<file path="config.mk">
export PLATFORM = sky130hd
export DESIGN_NAME = cm_config_manager
export DESIGN_NICKNAME = d
export VERILOG_FILES = /design/src/rtl/cm_pkg.sv /design/src/rtl/cm_config_manager_sync_edge.sv /design/src/rtl/cm_config_manager.sv
export SDC_FILE = /design/constraint.sdc
export NUM_CORES = 1
export LEC_CHECK = 0
export BUFFER_PORTS_ARGS = -buffer_cell sky130_fd_sc_hd__buf_2
export CAP_MARGIN = 20
export CORE_ASPECT_RATIO = 0.6
export CORE_MARGIN = 4
export CORE_UTILIZATION = 40
export CTS_BUF_LIST = sky130_fd_sc_hd__clkbuf_4 sky130_fd_sc_hd__clkbuf_8
export DETAILED_ROUTE_END_ITERATION = 6
export GPL_TIMING_DRIVEN = 1
export PLACE_DENSITY = 0.6
export SKIP_CTS_REPAIR_TIMING = 1
export SLEW_MARGIN = 10
export SYNTH_ARGS = -nofsm -noshare
export SYNTH_HDL_FRONTEND = slang
export SYNTH_HIERARCHICAL = 1
export SYNTH_SLANG_ARGS = --single-unit
</file>
<file path="constraint.sdc">
create_clock -name clk -period 3.3 [get_ports clk]
set_clock_uncertainty 0.15 [all_clocks]
set_input_delay 0.33 -clock clk [delete_from_list [all_inputs] [get_ports clk]]
set_output_delay 0.33 -clock clk [all_outputs]
set_load 0.02 [all_outputs]
</file>
<file path="src/rtl/cm_pkg.sv">
// cm_pkg: widths, byte encodings, FSM/error codes and debug palette for the config manager
package cm_pkg;
  localparam int UART_W = 8;
  localparam int ADDR_W = 2;
  localparam int COLOUR_W = 6;
  localparam int STATUS_W = 2;
  localparam int NOTIF_W = 2;
  localparam int ERR_W = 2;
  localparam int VGA_NOTIF_W = 2;
  localparam logic [3:0] HDR_OPCODE = 4'b1010;
  typedef enum logic [1:0] {BT_HDR = 2'b00, BT_DATA = 2'b01} byte_t;
  typedef enum logic [1:0] {IDLE = 2'd0, WAIT_DATA = 2'd1, WAIT_ACK = 2'd2} state_t;
  localparam logic [1:0] ERR_BAD_BYTE = 2'b01;
  localparam logic [1:0] ERR_UNEXPECTED = 2'b10;
  localparam logic [1:0] ERR_BUSY = 2'b11;
  localparam logic [5:0] DBG_LU = 6'b110000;
  localparam logic [5:0] DBG_RU = 6'b001100;
  localparam logic [5:0] DBG_LD = 6'b000011;
  localparam logic [5:0] DBG_RD = 6'b111111;
  function automatic logic [5:0] dbg_colour(input logic [1:0] idx);
    return idx == 2'd0 ? DBG_LU : idx == 2'd1 ? DBG_RU : idx == 2'd2 ? DBG_LD : DBG_RD;
  endfunction
endpackage

</file>
<file path="src/rtl/cm_config_manager_sync_edge.sv">
// cm_sync_edge: registers HSync/VSync and reports their rising edges as a one-cycle event
module cm_sync_edge (
  input  logic       clk,
  input  logic       rst_n,
  input  logic       hsync,
  input  logic       vsync,
  output logic [1:0] events,
  output logic       events_valid
);
  logic hs_q, vs_q, hs_rise, vs_rise;
  assign hs_rise = hsync & ~hs_q;
  assign vs_rise = vsync & ~vs_q;
  always_ff @(posedge clk or negedge rst_n) begin
    if (!rst_n) begin
      hs_q <= 1'b0;
      vs_q <= 1'b0;
      events <= 2'b00;
      events_valid <= 1'b0;
    end else begin
      hs_q <= hsync;
      vs_q <= vsync;
      events <= {hs_rise, vs_rise};
      events_valid <= hs_rise | vs_rise;
    end
  end
endmodule

</file>
<file path="src/rtl/cm_config_manager.sv">
// cm_config_manager: parses two-byte quadrant colour commands, forwards them over valid/ready,
// keeps the quadrant palette that drives Data_VGA, and reports status, errors and sync events
module cm_config_manager
  import cm_pkg::*;
#(
  parameter int UART_DATA_WIDTH = UART_W,
  parameter int c_addr_WIDTH = ADDR_W,
  parameter int c_data_WIDTH = COLOUR_W,
  parameter int DATA_WIDTH = COLOUR_W,
  parameter int CONFIG_STATUS_WIDTH = STATUS_W,
  parameter int CONFIG_NOTIFICATION_WIDTH = NOTIF_W,
  parameter int CONFIG_ERROR_WIDTH = ERR_W,
  parameter int VGA_NOTIFICATION_WIDTH = VGA_NOTIF_W
) (
  input  logic                                 clk,
  input  logic                                 rst_n,
  input  logic                                 Empty,
  input  logic [UART_DATA_WIDTH-1:0]           RXD_Data,
  input  logic                                 c_ready,
  input  logic                                 Vertical_Split,
  input  logic                                 Horizontal_Split,
  input  logic                                 VGA_debug,
  input  logic                                 HSync,
  input  logic                                 VSync,
  output logic [c_addr_WIDTH-1:0]              c_addr,
  output logic [c_data_WIDTH-1:0]              c_data,
  output logic                                 c_valid,
  output logic [CONFIG_STATUS_WIDTH-1:0]       Config_Status,
  output logic [CONFIG_NOTIFICATION_WIDTH-1:0] Config_Notification,
  output logic                                 Config_Notification_Valid,
  output logic [CONFIG_ERROR_WIDTH-1:0]        Config_Error,
  output logic                                 Error_Valid,
  output logic [VGA_NOTIFICATION_WIDTH-1:0]    VGA_Notification,
  output logic                                 VGA_Notification_Valid,
  output logic [DATA_WIDTH-1:0]                Data_VGA
);
  state_t state;
  logic [c_addr_WIDTH-1:0] quad;
  logic [c_data_WIDTH-1:0] palette [4];
  logic [1:0] idx;
  logic hdr_ok, is_data, commit;
  assign idx = {Horizontal_Split, Vertical_Split};
  assign hdr_ok = RXD_Data[7:6] == BT_HDR && RXD_Data[3:0] == HDR_OPCODE;
  assign is_data = RXD_Data[7:6] == BT_DATA;
  assign commit = state == WAIT_ACK && c_valid && c_ready;
  assign Config_Status = state;
  always_ff @(posedge clk or negedge rst_n) begin
    if (!rst_n) begin
      state <= IDLE;
      quad <= '0;
      c_addr <= '0;
      c_data <= '0;
      c_valid <= 1'b0;
      Config_Notification <= '0;
      Config_Notification_Valid <= 1'b0;
      Config_Error <= '0;
      Error_Valid <= 1'b0;
      Data_VGA <= '0;
      palette <= '{default: '0};
    end else begin
      Config_Notification_Valid <= 1'b0;
      Error_Valid <= 1'b0;
      // pixel uses the palette as it stood before any write committing this edge
      Data_VGA <= VGA_debug ? dbg_colour(idx) : palette[idx];
      if (commit) begin
        palette[c_addr] <= c_data;
        c_valid <= 1'b0;
        Config_Notification <= c_addr;
        Config_Notification_Valid <= 1'b1;
        state <= IDLE;
      end
      if (!Empty) begin
        if (state == IDLE) begin
          if (hdr_ok) begin
            quad <= RXD_Data[5:4];
            state <= WAIT_DATA;
          end else begin
            Config_Error <= ERR_BAD_BYTE;
            Error_Valid <= 1'b1;
          end
        end else if (state == WAIT_DATA) begin
          if (is_data) begin
            c_addr <= quad;
            c_data <= RXD_Data[5:0];
            c_valid <= 1'b1;
            state <= WAIT_ACK;
          end else begin
            Config_Error <= ERR_UNEXPECTED;
            Error_Valid <= 1'b1;
            state <= IDLE;
          end
        end else begin
          Config_Error <= ERR_BUSY;
          Error_Valid <= 1'b1;
        end
      end
    end
  end
  cm_sync_edge u_sync_edge (
    .clk         (clk),
    .rst_n       (rst_n),
    .hsync       (HSync),
    .vsync       (VSync),
    .events      (VGA_Notification),
    .events_valid(VGA_Notification_Valid)
  );
endmodule

</file>
==> results.cfg, run 1 <==
[logic_synthesis]
synth_area_mm2 = 0.00226
synth_warnings = 6
synth-seq-cells = 54
seq_area_frac_synth_pct = 59.7
syn_area_per_cell_um2 = 15.4
synth_fp_nets = 167
synth_ff_type = dfrtp_1
async_flop_share_pct = 100
synth_cells = 147
synth_cell_type_count = 26
synth-edff-count = 0

[detailed_routing]
antenna_left = 0
firstDrtPassIters = 4
vias_per_cell = 5.13
wl_mm = 4.57
vias = 1349
drtIter0Drc = 15
drc = 0
wl_per_cell_um = 17.4

[timing]
tightest_slew_ps = 878
setup_ws_ps = 966
hold-worst-slack_ps = -6.96
rsz0062_at_grt = false
finalSetupViolations = 0
hold_viol = 15
setup_tns_ps = 0
min_period_over_period_pct = 70.7
clock.fmax_mhz = 429
maxSlewHeadroom_pct = 41.5
slew_violations = 0
min_period_ps = 2330

[power]
peakVddDrop_mv = 0.195
finalPower_mw = 1.23
pwr-share-seq_pct = 56.7
pwr-share-clk_pct = 34.9
power_frac_comb_pct = 8.4
p_sw_mw = 0.287
leakage_nw = 1.37
power_density_mw_per_mm2 = 461
sw_frac_of_total_pct = 23.3
p_int_mw = 0.946

[global_route]
antenna_found_initial = 0
grt_pass1_wl_mm = 7.96
use_met1_pct = 20.4
busiest_layer = met2
met3_usage_pct = 4.10
grt_pass1_vias = 1547
use_met2_pct = 23.3
grt_max_degree = 41
overflow = 0
grt_util_all_layers_pct = 14.8

[run_status]
status = finished, violations left
violations = negative hold slack

[critical_path]
critPathKind = register to register
required_ps = 3340
slowest_delay_ps = 740
crit_chain = nor4bb_2, nor2b_1, mux2_2
cp_slowest_cell = nor2b_1
cp-start-kind = register
critical-path-top-delay-family = simple AND/OR/NAND/NOR gates
path_buf_inv = 0
arrival_ps = 2370
path_max_fanout = 10
endpoint_kind = register

[layout]
mostFrequentLayoutCells = 54 x dfrtp_1, 42 x buf_2, 35 x mux2_2
layout-drive-gt1-share_pct = 51.8
regArea_mm2 = 0.00135
design_area_mm2 = 0.00268
multi_input_area_um2 = 857
syn_to_final_growth_pct = 18.3
layout_commonest_cell = dfrtp_1
layout.nets = 216
stdcell_count = 263
diodes = 0
final_util_pct = 50.9
fill_cells = 450

[flow_run]
max_cap_violations = 0

[cts]
clockRootBuffer = clkbuf_8
cts_tree = built
clk_latency_ps = 300
htree_num_levels = 2
cts_buffer_depth = 2
cts_made_buffers = 5
cts_sinks = 54
clk_pin_slew_ps = 90

[die]
die_h_um = 66.3
rows = 20
die-area_mm2 = 0.00696
initial_core_util_pct = 43.0
fp.dieW_um = 105
ioPinCount = 43
core_area_mm2 = 0.00526

[place]
dp_hpwl_mm = 3.45
gp_congestion = 0.701
placedInstanceArea_mm2 = 0.00255
dp.cells = 253
place_ws_ps = 925
port-buffer-count = 42

[hold_path]
min_path_type = input pin to async pin
-- synth_stat cells (all sizes together) (2+ instances only) --
master / n / area (µm²)
o21ai: 7 / 35.0
inv: 10 / 37.5
buf: 2 / 12.5
nand2b: 3 / 18.8
mux2: 35 / 394
a21o: 2 / 15.0
nand2: 6 / 22.5
nor2b: 4 / 25.0
ha: 3 / 37.5
dfrtp: 54 / 1350
mux4: 6 / 135
nor3b: 2 / 37.5
or3b: 2 / 17.5
-- cells by family (layout without fill, tap and decap cells) --
group | Yosys count | count (layout) | share of synthesized area [%]
AND/OR/NAND/NOR | 25 | 25 | 9.57
multiplexers | 41 | 41 | 23.4
buffers and inverters | 13 | 63 | 2.38
adder cells (fa/ha/maj) | 3 | 3 | 1.66
AO/OA/AOI/OAI | 11 | 11 | 3.26
flip-flops | 54 | 54 | 59.7
-- final cells by class --
cell class	instances	area share, %
inverters	10	1.40
flip-flops and latches	54	50.5
multi-input cells	80	32.0
clock buffers	5	2.57
repair buffers	45	8.89
well taps	66	3.09
clock inverters	3	1.50
-- power groups by stage --
stage               clock network (mW)  registers, mW  logic, mW
detailed placement                   0          0.713      0.104
finish                           0.430          0.699      0.103
global route                     0.467          0.703      0.115
floorplan                            0          0.730     0.0311
CTS                              0.444          0.700      0.104
global placement                     0          0.711      0.101
-- path summary, 6_finish.rpt --
kind | startpoint | to | slack, ps | cells after the start
max in group asynchronous | rst_n | palette[13]$_DFFE_PN0P_ | 2270 | 2
worst min-delay path | rst_n | Config_Error[1]$_DFFE_PN0P_ | -7 | 1
worst min register to register | u_sync_edge/hs_q$_DFF_PN0_ | u_sync_edge/events[1]$_DFF_PN0_ | 260 | 1
worst max-delay path | Config_Status[1]$_DFF_PN0_ | c_data[5]$_DFFE_PN0P_ | 970 | 3
min in group clk | Empty | Error_Valid$_DFF_PN0_ | 110 | 2
worst max register to register | Config_Status[1]$_DFF_PN0_ | c_data[5]$_DFFE_PN0P_ | 970 | 3
-- registers in the layout (all words and copies together) (netlist names) --
signal,count
c_data,6
quad,2
Config_Notification_Valid,1
Config_Notification,2
u_sync_edge/hs_q,1
u_sync_edge/vs_q,1
c_addr,2
c_valid,1
Config_Status,2
Config_Error,2
Error_Valid,1
u_sync_edge/events,2
Data_VGA,6
palette,24
u_sync_edge/events_valid,1
-- metal layers --
metal	up-vias	part of all wire (%)
met2	22	46
met1	707	49
met3	4	4.0
met5	-	0
met4	0	0.72
li1	616	-
(Power assumes the default switching activity.)
==> inputs of run 2 (changes only) <==
Settings changed: PLACE_DENSITY 0.6 to 0.62.
Clock period 3.3 ns to 2.1 ns, I/O delays scaled along.
==> results.cfg, run 2 (synthesis gave the netlist of run 1 again) <==
[global_route]
antenna_found_initial = 0
grt_max_degree = 33
overflow = 0
grt_pass1_vias = 1526
grt_util_all_layers_pct = 14.8
grt_pass1_wl_mm = 7.79

[cts]
cts_sinks = 54
htree_num_levels = 2
cts_made_buffers = 5
clockRootBuffer = clkbuf_8
cts_tree = built
clk_pin_slew_ps = 100
cts_buffer_depth = 2
clk_latency_ps = 310

[layout]
regMostFlops = palette
largest_register_ff_count = 24
diodes = 0
final_util_pct = 52.3
mostFrequentLayoutCells = 54 x dfrtp_1, 42 x buf_2, 35 x mux2_2
stdcell_count = 271
fill_cells = 449
layout.nets = 224
syn_to_final_growth_pct = 21.4
layout-drive-gt1-share_pct = 50.2
layout_commonest_cell = dfrtp_1
design_area_mm2 = 0.00275
reg_top3 = palette: 24 flops, Data_VGA: 6 flops, c_data: 6 flops
regArea_mm2 = 0.00135
multi_input_area_um2 = 857

[die]
die_h_um = 66.3
initial_core_util_pct = 43.0
fp.dieW_um = 105
die-area_mm2 = 0.00696
ioPinCount = 43
core_area_mm2 = 0.00526
rows = 20

[place]
placedInstanceArea_mm2 = 0.00257
port-buffer-count = 42
dp_hpwl_mm = 3.41
place_ws_ps = 166
gp_congestion = 0.760
dp.cells = 254

[hold_path]
min_path_type = input pin to register

[power]
finalPower_mw = 1.85
leakage_nw = 1.40
peakVddDrop_mv = 0.309
power_density_mw_per_mm2 = 675

[flow_run]
max_cap_violations = 0

[timing]
setup_ws_ps = 137
min_period_over_period_pct = 93.5
maxSlewHeadroom_pct = 64.0
slew_violations = 0
rsz0062_at_grt = false
tightest_slew_ps = 540
hold_viol = 0
setup_tns_ps = 0
hold-worst-slack_ps = 4.15
finalSetupViolations = 0
min_period_ps = 1960
clock.fmax_mhz = 509

[critical_path]
critical-path-top-delay-family = simple AND/OR/NAND/NOR gates
cp-start-kind = input pin
path_buf_inv = 2
slowest_delay_ps = 530
crit_chain = dlygate4sd3_1, buf_2, nor4b_1, and4b_1, mux2_2
arrival_ps = 2020
path_max_fanout = 3
critPathKind = input pin to register
required_ps = 2160
endpoint_kind = register
cp_slowest_cell = dlygate4sd3_1

[detailed_routing]
drtIter0Drc = 20
drc = 0
vias = 1372
antenna_left = 0
wl_per_cell_um = 16.8
vias_per_cell = 5.06
wl_mm = 4.55
firstDrtPassIters = 4

[run_status]
status = finished, final reports clean
-- run 2: cell count changes in the layout (fill, tap and decap cells not counted) --
cell	change
clkinv_2	-1
clkinv_4	+1
clkinvlp_4	+1
dlygate4sd3_1	+7
buf_12	+1
bufinv_16	-1
-- run 2: cell type report --
class,count,area share (%)
clock inverters,3,0.774
inverters,10,1.37
clock buffers,5,2.51
multi-input cells,80,31.2
flip-flops and latches,54,49.2
well taps,66,3.01
repair buffers,53,11.9
-- run 2: final timing paths --
check | start | endpoint | slack (ps) | depth (start not counted)
worst max-delay path | RXD_Data[2] | quad[0]$_DFFE_PN0P_ | 140 | 5
worst min-delay path | RXD_Data[4] | quad[0]$_DFFE_PN0P_ | 4 | 2
worst max register to register | Config_Status[1]$_DFF_PN0_ | c_addr[0]$_DFFE_PN0P_ | 190 | 4
worst min register to register | u_sync_edge/vs_q$_DFF_PN0_ | u_sync_edge/events[0]$_DFF_PN0_ | 260 | 1
max in group asynchronous | rst_n | palette[23]$_DFFE_PN0P_ | 990 | 3
min in group asynchronous | rst_n | Config_Error[0]$_DFFE_PN0P_ | 260 | 2
-- run 2: report_power, final --
part           total [mW]  internal [mW]  switching, mW  leakage [nW]
clock network       0.582          0.235          0.347        0.0441
registers            1.10           1.07         0.0269         0.728
logic               0.173         0.0740         0.0988         0.624
-- run 2: per-layer routing --
metal,vias up,GRT usage [%],part of all wire [%]
li1,635,-,-
met1,707,20.1,48
met2,24,22.6,46
met3,6,4.20,4.3
met4,0,5.40,1.1
met5,-,0,0
==> inputs of run 3 (changes only) <==
Settings changed: RECOVER_POWER set to 50.
==> results.cfg, run 3 (synthesis gave the netlist of run 1 again) <==
[run_status]
status = finished, final reports clean

[timing]
maxSlewHeadroom_pct = 16.9
clock.fmax_mhz = 511
finalSetupViolations = 0
min_period_ps = 1960
min_period_over_period_pct = 93.1
slew_violations = 0
setup_tns_ps = 0
setup_ws_ps = 144
rsz0062_at_grt = false
hold-worst-slack_ps = 5.94
tightest_slew_ps = 1250
hold_viol = 0

[power]
sw_frac_of_total_pct = 25.5
p_sw_mw = 0.471
pwr-share-clk_pct = 31.4
leakage_nw = 1.35
pwr-share-seq_pct = 59.6
finalPower_mw = 1.85
p_int_mw = 1.37
peakVddDrop_mv = 0.309
power_density_mw_per_mm2 = 678
power_frac_comb_pct = 9.0

[die]
die-area_mm2 = 0.00696
fp.dieW_um = 105
core_area_mm2 = 0.00526
initial_core_util_pct = 43.0
rows = 20
die_h_um = 66.3
ioPinCount = 43

[cts]
clk_pin_slew_ps = 100
cts_tree = built
cts_made_buffers = 5
clockRootBuffer = clkbuf_8
clk_latency_ps = 310
htree_num_levels = 2
cts_buffer_depth = 2
cts_sinks = 54

[global_route]
antenna_found_initial = 0
grt_pass1_vias = 1526
busiest_layer = met2
use_met2_pct = 22.6
grt_pass1_wl_mm = 7.79
met3_usage_pct = 4.20
overflow = 0
grt_util_all_layers_pct = 14.8
grt_max_degree = 33
use_met1_pct = 20.1

[layout]
layout_commonest_cell = dfrtp_1
regMostFlops = palette
layout-drive-gt1-share_pct = 43.9
stdcell_count = 271
reg_top3 = palette: 24 flops, Data_VGA: 6 flops, c_data: 6 flops
diodes = 0
mostFrequentLayoutCells = 54 x dfrtp_1, 35 x mux2_2, 29 x buf_2
layout.nets = 224
regArea_mm2 = 0.00135
multi_input_area_um2 = 857
fill_cells = 460
syn_to_final_growth_pct = 20.3
largest_register_ff_count = 24

[detailed_routing]
antenna_left = 0
drtIter0Drc = 22
drc = 0
firstDrtPassIters = 4
wl_per_cell_um = 16.8
vias_per_cell = 5.05
vias = 1369
wl_mm = 4.56

[hold_path]
min_path_type = input pin to register

[critical_path]
required_ps = 2160
ff2ff_path_depth = 4
endpoint_kind = register
ff2ff_setup_slack_ps = 190
rr_endpoint = c_addr[0]$_DFFE_PN0P_
critPathKind = input pin to register
arrival_ps = 2010
cp-start-kind = input pin
crit_end = quad[0]$_DFFE_PN0P_
r2r_start = Config_Status[1]$_DFF_PN0_
critPathLaunch = RXD_Data[2]
path_max_fanout = 3

[place]
port-buffer-count = 42
place_ws_ps = 166
gp_congestion = 0.760
dp.cells = 254
dp_hpwl_mm = 3.41

[flow_run]
max_cap_violations = 0
run 3: cell types whose count changed in the layout (fill, tap and decap cells not counted), sizes merged:
cell	change
clkbuf	+13
buf	-13
run 3: worst max-delay path, stage by stage:
cell           delay [ps]
dlygate4sd3_1         530
buf_2                 130
nor4b_1               420
and4b_1               370
mux2_2                350
run 3: layer usage:
metal | vias to the layer above | wire [µm]
met2 | 21 | 2100
met3 | 6 | 217
met1 | 707 | 2180
met5 | - | 0
met4 | 0 | 51
li1 | 635 | -
run 3: layout make-up:
type                       instances  area share [%]
inverter                          10            1.38
multi-input combinational         80            31.5
timing repair buffer              53            11.1
clock inverter                     3           0.782
tap                               66            3.03
sequential                        54            49.7
clock buffer                       5            2.53
run 3: worst min path at each step:
stage / startpoint / end / slack, ps / cells past startpoint
floorplan: rst_n / Config_Error[0]$_DFFE_PN0P_ / -240 / 0
global placement: rst_n / Config_Error[0]$_DFFE_PN0P_ / 50 / 1
detailed placement: rst_n / Config_Error[0]$_DFFE_PN0P_ / 70 / 1
CTS: rst_n / c_data[2]$_DFFE_PN0P_ / -270 / 1
global route: RXD_Data[4] / quad[0]$_DFFE_PN0P_ / 3 / 2
finish: RXD_Data[4] / quad[0]$_DFFE_PN0P_ / 6 / 2
run 3: through the flow:
stage               util, %  cell area [µm²]
floorplan                 -             2260
global placement       48.8             2570
detailed placement     48.8             2570
CTS                    50.5             2660
global route           51.8             2720
finish                 51.8             2720
run 3: power by group through the flow:
stage	sequential, mW	combinational, mW	clock (mW)
6_report	1.10	0.166	0.580
5_1_grt	1.10	0.186	0.644
2_1_floorplan	1.15	0.0489	0
3_3_place_gp	1.12	0.160	0
3_5_place_dp	1.12	0.164	0
4_1_cts	1.10	0.165	0.607
